<file path="src/rtl/operand_fetch_stage.sv">
// Decode / operand-fetch stage: 16x16 register file with a pending scoreboard,
// RAW/WAW stall, writeback bypass and a registered issue port to the execution unit.
module operand_fetch_stage #(
  parameter int DATA_W = 16,
  parameter int NREGS  = 16
) (
  input  logic              i_clk,
  input  logic              i_rst_n,
  input  logic              i_instr_valid,
  input  logic [15:0]       i_instr,
  output logic              o_instr_ready,
  output logic              o_ex_valid,
  input  logic              i_ex_ready,
  output logic [3:0]        o_ex_opcode,
  output logic [DATA_W-1:0] o_ex_src1,
  output logic [DATA_W-1:0] o_ex_src2,
  output logic [DATA_W-1:0] o_ex_immediate,
  output logic [3:0]        o_ex_rd,
  input  logic              i_wb_en,
  input  logic [3:0]        i_wb_addr,
  input  logic [DATA_W-1:0] i_wb_data,
  output logic              o_err_illegal
);

  logic [NREGS-1:0][DATA_W-1:0] r_regs;
  logic [NREGS-1:0]             r_pending;
  logic                         r_ex_valid;
  logic [3:0]                   r_ex_opcode;
  logic [DATA_W-1:0]            r_ex_src1;
  logic [DATA_W-1:0]            r_ex_src2;
  logic [DATA_W-1:0]            r_ex_imm;
  logic [3:0]                   r_ex_rd;
  logic                         r_err;

  logic [3:0]        w_op;
  logic [3:0]        w_rd;
  logic [3:0]        w_rs1;
  logic [3:0]        w_rs2;
  logic              w_legal;
  logic              w_use1;
  logic              w_use2;
  logic [NREGS-1:0]  w_clr;
  logic [NREGS-1:0]  w_eff_pend;
  logic [NREGS-1:0]  w_set;
  logic              w_hazard;
  logic              w_ready;
  logic              w_accept;
  logic              w_issue;
  logic [DATA_W-1:0] w_src1;
  logic [DATA_W-1:0] w_src2;

  assign w_op    = i_instr[15:12];
  assign w_rd    = i_instr[11:8];
  assign w_rs1   = i_instr[7:4];
  assign w_rs2   = i_instr[3:0];
  assign w_legal = (w_op <= 4'd8);
  assign w_use1  = (w_op <= 4'd7);
  assign w_use2  = (w_op <= 4'd6);

  // A writeback this cycle already counts as resolved for hazard purposes.
  assign w_clr      = i_wb_en ? (NREGS'(1) << i_wb_addr) : '0;
  assign w_eff_pend = r_pending & ~w_clr;

  assign w_hazard = w_legal && ((w_use1 && w_eff_pend[w_rs1]) ||
                                (w_use2 && w_eff_pend[w_rs2]) ||
                                w_eff_pend[w_rd]);
  assign w_ready  = !w_hazard && (!r_ex_valid || i_ex_ready);
  assign w_accept = i_instr_valid && w_ready;
  assign w_issue  = w_accept && w_legal;
  assign w_set    = (w_issue && w_rd != 4'd0) ? (NREGS'(1) << w_rd) : '0;

  // Operand read with writeback bypass; unused sources are forced to zero.
  always_comb begin
    w_src1 = '0;
    w_src2 = '0;
    if (w_use1 && w_rs1 != 4'd0)
      w_src1 = (i_wb_en && i_wb_addr == w_rs1) ? i_wb_data : r_regs[w_rs1];
    if (w_use2 && w_rs2 != 4'd0)
      w_src2 = (i_wb_en && i_wb_addr == w_rs2) ? i_wb_data : r_regs[w_rs2];
  end

  always_ff @(posedge i_clk) begin
    if (!i_rst_n) begin
      r_regs      <= '0;
      r_pending   <= '0;
      r_ex_valid  <= 1'b0;
      r_ex_opcode <= '0;
      r_ex_src1   <= '0;
      r_ex_src2   <= '0;
      r_ex_imm    <= '0;
      r_ex_rd     <= '0;
      r_err       <= 1'b0;
    end else begin
      if (i_wb_en && i_wb_addr != 4'd0)
        r_regs[i_wb_addr] <= i_wb_data;
      // Set is OR'd after the clear so a same-register set wins.
      r_pending <= w_eff_pend | w_set;
      r_err     <= w_accept && !w_legal;
      if (w_issue) begin
        r_ex_valid  <= 1'b1;
        r_ex_opcode <= w_op;
        r_ex_src1   <= w_src1;
        r_ex_src2   <= w_src2;
        r_ex_imm    <= {{(DATA_W-8){1'b0}}, i_instr[7:0]};
        r_ex_rd     <= w_rd;
      end else if (i_ex_ready) begin
        r_ex_valid <= 1'b0;
      end
    end
  end

  assign o_instr_ready  = w_ready;
  assign o_ex_valid     = r_ex_valid;
  assign o_ex_opcode    = r_ex_opcode;
  assign o_ex_src1      = r_ex_src1;
  assign o_ex_src2      = r_ex_src2;
  assign o_ex_immediate = r_ex_imm;
  assign o_ex_rd        = r_ex_rd;
  assign o_err_illegal  = r_err;

endmodule

</file>
<file path="config.mk">
export PLATFORM = sky130hd
export DESIGN_NAME = operand_fetch_stage
export DESIGN_NICKNAME = d
export VERILOG_FILES = /design/src/rtl/operand_fetch_stage.sv
export SDC_FILE = /design/constraint.sdc
export NUM_CORES = 1
export LEC_CHECK = 0
export CAP_MARGIN = 5
export CORE_MARGIN = 8
export CORE_UTILIZATION = 25
export CTS_CLUSTER_DIAMETER = 150
export DETAILED_ROUTE_END_ITERATION = 16
export GPL_ROUTABILITY_DRIVEN = 0
export HOLD_SLACK_MARGIN = 0.05
export PLACE_DENSITY = 0.5
export SLEW_MARGIN = 20
export SYNTH_ARGS = -nofsm -noshare
export SYNTH_HDL_FRONTEND = slang
export SYNTH_SLANG_ARGS = --single-unit
</file>
<file path="constraint.sdc">
create_clock -name i_clk -period 3.2 [get_ports i_clk]
set_clock_uncertainty 0.1 [all_clocks]
set_input_delay 0.48 -clock i_clk [delete_from_list [all_inputs] [get_ports i_clk]]
set_output_delay 0.48 -clock i_clk [all_outputs]
set_load 0.01 [all_outputs]
</file>
==> flow_metrics.tcl, run 1 <==
set metrics [dict create \
    seq_area_um2 6450 \
    dp_hpwl_um 36300 \
    clockBufferDepth 3 \
    final_cells 2742 \
    grt_pass1_vias 13800 \
    coreArea_um2 65500 \
    placed_cells_incl_taps 2670 \
    synth-seq-cells 322 \
    first_iter_violations 1495 \
    multi_input_area_um2 9270 \
    worst_pin_slew_ns 0.885 \
    cp_data_arrival_time_ns 2.53 \
    maxCapViolations 0 \
    rsz0062_at_grt "false" \
    fp-row-count 94 \
    synth.top_cell.area_share_pct 39.2 \
    hold_viol_final 0 \
    clk_pin_slew_worst_paths_ns 0.06 \
    via_count 14200 \
    crit_required_ns 2.62 \
    path_delay_family "simple AND/OR/NAND/NOR gates" \
    synthArstFlopShare_pct 0 \
    ctsRootBufferMaster "clkbuf_16" \
    syn_area_um2 16500 \
    p_sw_uw 2400 \
    r2r_start "r_pending[10]$_SDFF_PN0_" \
    portBuffers 91 \
    drt_first_pass_iters 5 \
    synth_top_family_by_area "multiplexers" \
    fillers 6776 \
    fp.dieH_um 273 \
    power.share.clock_pct 45.6 \
    synthMostInstantiatedCell "nand2_1" \
    yosysWarnings 0 \
    setup_slack_ns 0.0885 \
    cts_tree "done" \
    yosysTopAreaCell "dfxtp_1" \
    setup_violations 0 \
    seq_power_share_pct 43.9 \
    cp.buffers_inverters 3 \
    critPathMaxFanout 7 \
    initial_core_util_pct 25.1 \
    slew_headroom_pct 41.0 \
    muxShareOfSynthArea_pct 27.0 \
    p_int_uw 6930 \
    ys_types 56 \
    clock-sinks 322 \
    power_frac_comb_pct 10.5 \
    min-delay-start "i_rst_n" \
    synthCells 1790 \
    synth_xor_area_share_pct 0.426 \
    start_kind "input port" \
    maxSlewViolCount 0 \
    pin_count 100 \
    outcome "finished clean" \
    fmax_ghz 0.321 \
    synth_compound_area_share_pct 10.7 \
    h-tree-depth 2 \
    grt.total_usage_pct 15.8 \
    ys.flop_type "dfxtp_1" \
    wl_per_cell_um 22.2 \
    ys_top_cells_by_count "nand2_1 (583), dfxtp_1 (322), a21oi_1 (250)" \
    antenna_found_initial 3 \
    yosys.area_share.simple_pct 17.4 \
    final_nets 1891 \
    drive_gt1_share_pct 22.1 \
    cp-startpoint "i_wb_addr[0]" \
    dieArea_um2 74300 \
    end_kind "output pin" \
    grt_pass1_wl_um 90200 \
    swShare_pct 25.7 \
    leakage_uw 0.00681 \
    critical_path.slowest_cell "a2111oi_4" \
    route.detailed.drc 0 \
    pwr_density_cell_nw_per_um2 467 \
    chipWidth_um 273 \
    synth-edff-count 0 \
    ys_seq_area_share_pct 39.2 \
    syn_avg_cell_area_um2 9.20 \
    crit_top_cell "or2_1" \
    period_needed_ns 3.11 \
    period_share_pct 97.2 \
    min_path_type "input port to flip-flop" \
    place_ws_ns -0.810 \
    area_delta_synth_final_pct 21.4 \
    cts_buffers 35 \
    max_stage_delay_ns 0.34 \
    irDropWorstVdd_uv 307 \
    worstSkewPairLatency_ns 0.55 \
    crit_type "input port to output pin" \
    ys_top_cells_by_area "dfxtp_1 (39%), mux4_2 (22%), nand2_1 (13%)" \
    routed_wl_um 60900 \
    power_uw 9330 \
    overflow 0 \
    synth_fa_ha_area_share_pct 0 \
    vias_per_cell 5.17 \
    drt.antenna.violating_nets 0 \
    worstPathCellList "dlygate4sd2_1 > buf_6 > or2_1 > or2_1 > and4_1 > a2111oi_4 > or4_4 > nand2_1 > nor3_2 > buf_2" \
    grt_max_degree 158 \
]
## worst reg2reg max path: stages (launching register included)
cell,delay [ns]
dfxtp_1,0.34
o21ai_2,0.07
o41ai_2,0.24
buf_4,0.17
a21oi_1,0.04
or4_4,0.56
buf_4,0.15
and4bb_1,0.27
nand2_8,0.17
buf_12,0.20
mux2i_1,0.22
## layout by cell type, fill, tap and decap left out, types with 9 or more instances in the layout
| master | n |
|---|---|
| and2_1 | 17 |
| o22ai_1 | 9 |
| nand3_1 | 11 |
| mux2_2 | 32 |
| or2_2 | 14 |
| nor2b_1 | 9 |
| mux2i_1 | 48 |
| mux4_2 | 160 |
| o211ai_1 | 10 |
| nand2_1 | 583 |
| a21oi_1 | 250 |
| clkbuf_16 | 36 |
| clkbuf_8 | 10 |
| nand4_1 | 10 |
| clkdlybuf4s50_1 | 77 |
| o2111ai_1 | 9 |
| dfxtp_1 | 322 |
| buf_12 | 13 |
| nor2_1 | 23 |
| buf_4 | 109 |
## power groups by stage
stage / clock network, uW / logic, uW / registers, uW
finish: 4250 / 975 / 4100
global route: 4480 / 1030 / 4100
CTS: 4340 / 966 / 4100
detailed placement: 0 / 953 / 4190
global placement: 0 / 951 / 4180
floorplan: 0 / 579 / 4180
## state kept, by name (all words and copies together) (netlist names)
signal          flops
o_ex_opcode         4
r_pending          16
o_err_illegal       1
o_ex_rd             4
o_ex_immediate      8
o_ex_src2          16
o_ex_src1          16
r_regs            256
o_ex_valid          1
## worst paths after layout
path,end,slack [ns],depth (start not counted)
max,o_instr_ready,0.09,10
min,o_ex_src1[15]$_SDFFE_PN0P_,0.25,3
max reg2reg,o_ex_src1[6]$_SDFFE_PN0P_,0.61,10
min reg2reg,o_ex_src2[12]$_SDFFE_PN0P_,0.36,2
## layout make-up
class                      count  area share [%]
timing repair buffer         212            9.80
clock buffer                  53            5.33
clock inverter                10           0.626
tap                          864            5.41
antenna                        2          0.0250
inverter                       9           0.207
sequential                   322            32.2
multi-input combinational   1270            46.4
## stage by stage
step,hold slack (ns),utilization (%),TNS [ns],cell area (um2)
after floorplan,0.343,-,0,16500
after global placement,0.346,28.5,-27.68,18600
after detailed placement,0.352,28.5,-30.68,18600
after CTS,0.239,30.5,0,20000
after global routing,0.255,30.5,0,20000
final,0.250,30.5,0,20000
## layer usage
metal  track usage (%)  routed length [um]  up-vias
li1                  -                   -     6389
met1              19.7               24200     6976
met2              26.6               29600      647
met3              2.94                4690      158
met4              6.66                2410        2
met5                 0                  13        -
## logic make-up after synthesis
family | after synthesis
AO/OA/AOI/OAI | 318
XOR/XNOR | 8
buffers and inverters | 205
flip-flops | 322
multiplexers | 240
other | 1
AND/OR/NAND/NOR | 696
## what timing repair did
| action | 4_1_cts | 5_1_grt |
|---|---|---|
| setup endpoints to repair | 1 | 1 |
| setup buffers | 7 | 1 |
| gates resized for setup | 33 | 7 |
| hold buffers | 0 | 0 |
| pin swaps | 9 | 9 |
| cloned | 0 | 0 |
| hold endpoints to repair | 0 | 0 |
Power figures use the tool's default switching activity.
==> inputs of run 2 (changes only) <==
- REMOVE_ABC_BUFFERS: unset -> 1
- SLEW_MARGIN: 20 -> unset
==> run 2 against run 1 <==
Hold slack improved by 0.11 ns. Clock-buffer cell count rose by 4. Global-route usage grew 0.40 points. Sequential share of layout area hardly changed. Via count decreased by 0.13%. Combinational power rose by 1%. Largest power group unchanged. Die area stayed put. Utilization about the same. Flip-flop and latch count unchanged. Maximum frequency is 0.25% lower.
==> flow_metrics.tcl, run 2 (synthesis gave the netlist of run 1 again) <==
set metrics [dict create \
    cp.buffers_inverters 4 \
    pwr_density_cell_nw_per_um2 462 \
    largest_reg_flops 256 \
    max_stage_delay_ns 0.50 \
    start_kind "input port" \
    dieArea_um2 74300 \
    routed_wl_um 62200 \
    chipWidth_um 273 \
    cp_data_arrival_time_ns 2.54 \
    fin_setup_tns_ns 0 \
    grt.total_usage_pct 16.2 \
    route.detailed.drc 0 \
    cts_buffers 36 \
    min_path_cells 3 \
    critPathMaxFanout 6 \
    setup_violations 0 \
    min-delay-start "i_rst_n" \
    end_kind "output pin" \
    initial_core_util_pct 25.1 \
    irDropWorstVdd_uv 289 \
    final_cells 2751 \
    period_needed_ns 3.12 \
    final_nets 1900 \
    final_cell_mix "nand2_1 (582), dfxtp_1 (322), a21oi_1 (250), mux4_2 (160), buf_4 (121)" \
    power_uw 9250 \
    worst_pin_slew_ns 0.746 \
    first_iter_violations 1308 \
    overflow 0 \
    area_delta_synth_final_pct 21.6 \
    portBuffers 91 \
    final_util_pct 30.6 \
    placed_area_um2 18700 \
    critical_path.slowest_cell "or4_4" \
    fmax_ghz 0.321 \
    via_count 14200 \
    drive_gt1_share_pct 22.3 \
    rsz0062_at_grt "false" \
    worstPathCellList "dlygate4sd2_1 > buf_4 > nand3_1 > buf_4 > o21ai_4 > o41ai_4 > a21oi_1 > or4_4 > nand2_1 > nor3_2 > buf_2" \
    regToRegSetupSlack_ns 0.71 \
    h-tree-depth 2 \
    fp-row-count 94 \
    fillers 6703 \
    largest-register "r_regs" \
    wl_per_cell_um 22.6 \
    vias_per_cell 5.14 \
    coreArea_um2 65500 \
    slew_headroom_pct 50.3 \
    leakage_uw 0.00683 \
    r2r_end "o_ex_src2[2]$_SDFFE_PN0P_" \
    fin_area_um2 20000 \
    postCtsHoldBufs 0 \
    outcome "finished clean" \
    grt_pass1_wl_um 91500 \
    grt_max_degree 126 \
    mostFrequentLayoutCell "nand2_1" \
    crit_top_cell "buf_4" \
    drt.antenna.violating_nets 0 \
    hold_viol_final 0 \
    clock-sinks 322 \
    crit_required_ns 2.62 \
    min_path_type "input port to flip-flop" \
    pin_count 100 \
    drt_first_pass_iters 5 \
    cts_tree "done" \
    period_share_pct 97.5 \
    placed_cells_incl_taps 2682 \
    antenna_found_initial 6 \
    whs_endpoint "r_pending[0]$_SDFF_PN0_" \
    dp_hpwl_um 37900 \
    grt_pass1_vias 14000 \
    ctsRootBufferMaster "clkbuf_16" \
    reg2reg_depth 8 \
    fp.dieH_um 273 \
    worstSkewPairLatency_ns 0.56 \
    crit_type "input port to output pin" \
    clockBufferDepth 3 \
    maxSlewViolCount 0 \
    maxCapViolations 0 \
    r2r_start "r_pending[14]$_SDFF_PN0_" \
    path_delay_family "buffers and inverters" \
    clk_pin_slew_worst_paths_ns 0.05 \
]
[run 2: worst register-to-register path, cell delays in order (launching register included)]
cell	delay, ns
dfxtp_1	0.41
o211ai_1	0.13
o2111a_1	0.16
or4_1	0.54
o22ai_2	0.17
and4bb_1	0.33
nand2_8	0.18
buf_12	0.20
mux2i_1	0.21
[run 2: worst max path at each step]
stage / from / end / slack, ns / cells after the start
finish: i_wb_addr[1] / o_instr_ready / 0.08 / 11
global route: i_wb_addr[1] / o_instr_ready / 0.0002 / 10
CTS: i_wb_addr[0] / o_instr_ready / 0.04 / 11
detailed placement: i_wb_en / o_instr_ready / -0.85 / 10
global placement: i_wb_en / o_instr_ready / -0.85 / 10
floorplan: i_rst_n / o_ex_src1[0]$_SDFFE_PN0P_ / -3.39 / 4
[run 2: what timing repair did]
item                                    CTS  global route
endpoints found under the setup margin    1             1
resized for setup                        31            10
pin swaps                                 8             5
buffers inserted                          4             0
hold endpoints to repair                  0             0
[run 2: routing by layer]
metal | up-vias | global-route usage (%) | wire length (um)
met3 | 175 | 3.85 | 5590
met4 | 6 | 7.88 | 2690
li1 | 6377 | - | -
met2 | 704 | 26.8 | 29700
met1 | 6891 | 19.7 | 24200
met5 | - | 0 | 40
[run 2: final cells by class]
class	count	area (um2)	share of cell area, %
Multi-Input combinational cell	1270	9280	46.4
Tap cell	864	1080	5.40
Sequential cell	322	6450	32.2
Inverter	9	38.8	0.194
Clock buffer	57	1120	5.61
Antenna cell	3	7.51	0.0375
Clock inverter	6	45.0	0.225
Timing Repair Buffer	220	2000	9.97
[run 2: where the power goes]
part           leakage (uW)  total (uW)  switching, uW  internal, uW
clock              0.000577        4170           1760          2410
sequential          0.00260        4100           35.7          4060
combinational       0.00366         987            597           390
[run 2: metrics by stage]
step	hold slack, ns	setup WS [ns]
after CTS	0.358	0.0358
after global routing	0.381	0.000179
after detailed placement	0.356	-0.847
final	0.357	0.0808
after floorplan	0.343	-3.39
after global placement	0.346	-0.853
==> inputs of run 3 (changes only) <==
- DONT_BUFFER_PORTS: unset -> 1
- PLACE_DENSITY: 0.5 -> 0.42
- SETUP_SLACK_MARGIN: unset -> 0.2
==> run 3 against run 2 <==
Sequential power is essentially flat. Non-clock buffer count shrank 129. Via count shrank 3.5%. Combinational power shrank 31%. Critical path depth shrank 3. Clock power grew 17%. Global-route usage grew 1.1 points. Flip-flop and latch count is the same. Cell area shrank 4.9%. Clock-buffer cell count grew 4. Power grew 4.7%. Critical endpoint unchanged.
==> flow_metrics.tcl, run 3 (synthesis gave the netlist of run 1 again) <==
set metrics [dict create \
    critPathMaxFanout 10 \
    fmax_ghz 0.343 \
    outcome "finished clean" \
    vias_per_cell 5.19 \
    dp_hpwl_um 35600 \
    dieArea_um2 74300 \
    fin_setup_tns_ns 0 \
    cp-startpoint "i_wb_addr[3]" \
    post_cts_buffers 0 \
    period_needed_ns 2.92 \
    route.detailed.drc 0 \
    fp-row-count 94 \
    clock-sinks 322 \
    period_share_pct 91.2 \
    r2r_start "r_pending[14]$_SDFF_PN0_" \
    place_ws_ns 0.0652 \
    grt.total_usage_pct 17.3 \
    reg2reg_depth 8 \
    cts_tree "done" \
    portBuffers 0 \
    area_delta_synth_final_pct 15.6 \
    via_count 13700 \
    overflow 0 \
    pwr_density_cell_nw_per_um2 509 \
    worstSetupEndpoint "o_instr_ready" \
    hold_viol_final 0 \
    crit_required_ns 2.62 \
    grt_pass1_wl_um 95900 \
    largest-register "r_regs" \
    r2r_end "o_ex_src2[6]$_SDFFE_PN0P_" \
    largest_reg_flops 256 \
    setup_slack_ns 0.282 \
    drt_first_pass_iters 5 \
    drive_gt1_share_pct 19.7 \
    grt_max_degree 147 \
    cts_buffers 41 \
    leakage_uw 0.00638 \
    slew_headroom_pct 39.8 \
    start_kind "input port" \
    fillers 6822 \
    mostFrequentLayoutCell "nand2_1" \
    fp.dieH_um 273 \
    maxSlewViolCount 0 \
    ctsRootBufferMaster "clkbuf_16" \
    final_nets 1776 \
    cp_data_arrival_time_ns 2.34 \
    antenna_found_initial 0 \
    irDropWorstVdd_uv 334 \
    pin_count 100 \
    min_path_type "input port to flip-flop" \
    drt.antenna.violating_nets 0 \
    placed_cells_incl_taps 2522 \
    chipWidth_um 273 \
    final_cells 2629 \
    setup_violations 0 \
    h-tree-depth 2 \
    first_iter_violations 1162 \
    clockBufferDepth 3 \
    maxCapViolations 0 \
    wl_per_cell_um 25.1 \
    clk_pin_slew_worst_paths_ns 0.06 \
    grt_pass1_vias 13500 \
    worstSkewPairLatency_ns 0.57 \
    crit_type "input port to output pin" \
    final_cell_mix "nand2_1 (583), dfxtp_1 (322), a21oi_1 (250), mux4_2 (160), buf_4 (54)" \
    initial_core_util_pct 25.1 \
    coreArea_um2 65500 \
    rsz0062_at_grt "false" \
    worst_pin_slew_ns 0.904 \
    end_kind "output pin" \
    n_antenna_cell 0 \
    regToRegSetupSlack_ns 0.54 \
    routed_wl_um 66000 \
]
==> run 3: worst min path at each step <==
stage / start / end / slack, ns / cells after the start
after floorplan: r_regs[110]$_SDFFE_PN0P_ / r_regs[110]$_SDFFE_PN0P_ / 0.34 / 2
after global placement: r_regs[59]$_SDFFE_PN0P_ / r_regs[59]$_SDFFE_PN0P_ / 0.35 / 2
after detailed placement: r_regs[91]$_SDFFE_PN0P_ / r_regs[91]$_SDFFE_PN0P_ / 0.35 / 2
after CTS: i_instr[9] / r_pending[7]$_SDFF_PN0_ / 0.05 / 2
after global routing: i_instr[9] / r_pending[7]$_SDFF_PN0_ / 0.07 / 2
final: i_instr[9] / r_pending[7]$_SDFF_PN0_ / 0.08 / 2
==> run 3: through the flow <==
stage,cell area (um2),hold slack (ns),total power (uW),utilization (%)
floorplan,15600,0.343,4570,-
global placement,17200,0.349,4750,26.3
detailed placement,17200,0.355,4760,26.3
CTS,19000,0.0529,9800,29.0
global route,19000,0.0742,10000,29.1
finish,19000,0.0787,9680,29.1
==> run 3: per-layer routing <==
metal / vias to the layer above / part of all wire, % / GRT usage [%]
li1: 6146 / - / -
met1: 6837 / 43 / 23.1
met2: 569 / 46 / 27.6
met3: 101 / 8.2 / 4.33
met4: 0 / 2.6 / 4.86
met5: - / 0 / 0
==> run 3: power breakdown <==
part	internal, uW	switching [uW]	total [uW]	leakage (uW)
combinational	289	392	682	0.00308
clock	3000	1890	4890	0.000700
sequential	4070	46.6	4110	0.00260
total	7360	2330	9680	0.00638
==> run 3: critical path, stage by stage <==
cell           delay, ns
dlygate4sd3_1       0.59
o21ai_4             0.09
o211ai_1            0.16
a31oi_1             0.11
or4_4               0.57
nand2_1             0.13
nor3_4              0.05
buf_4               0.17
==> run 3: layout make-up <==
| type | count | area [um2] | area share [%] |
|---|---|---|---|
| Multi-Input combinational cell | 1270 | 9240 | 48.5 |
| Clock buffer | 61 | 1240 | 6.53 |
| Sequential cell | 322 | 6450 | 33.9 |
| Tap cell | 864 | 1080 | 5.68 |
| Timing Repair Buffer | 91 | 826 | 4.34 |
| Inverter | 9 | 38.8 | 0.204 |
| Clock inverter | 12 | 164 | 0.861 |
==> run 3: timing repair <==
item                       in CTS  in global routing
hold endpoints to repair      317                  0
pin swaps                       0                  3
setup endpoints to repair       1                  1
hold buffers                   34                  0
resized for setup               1                 15
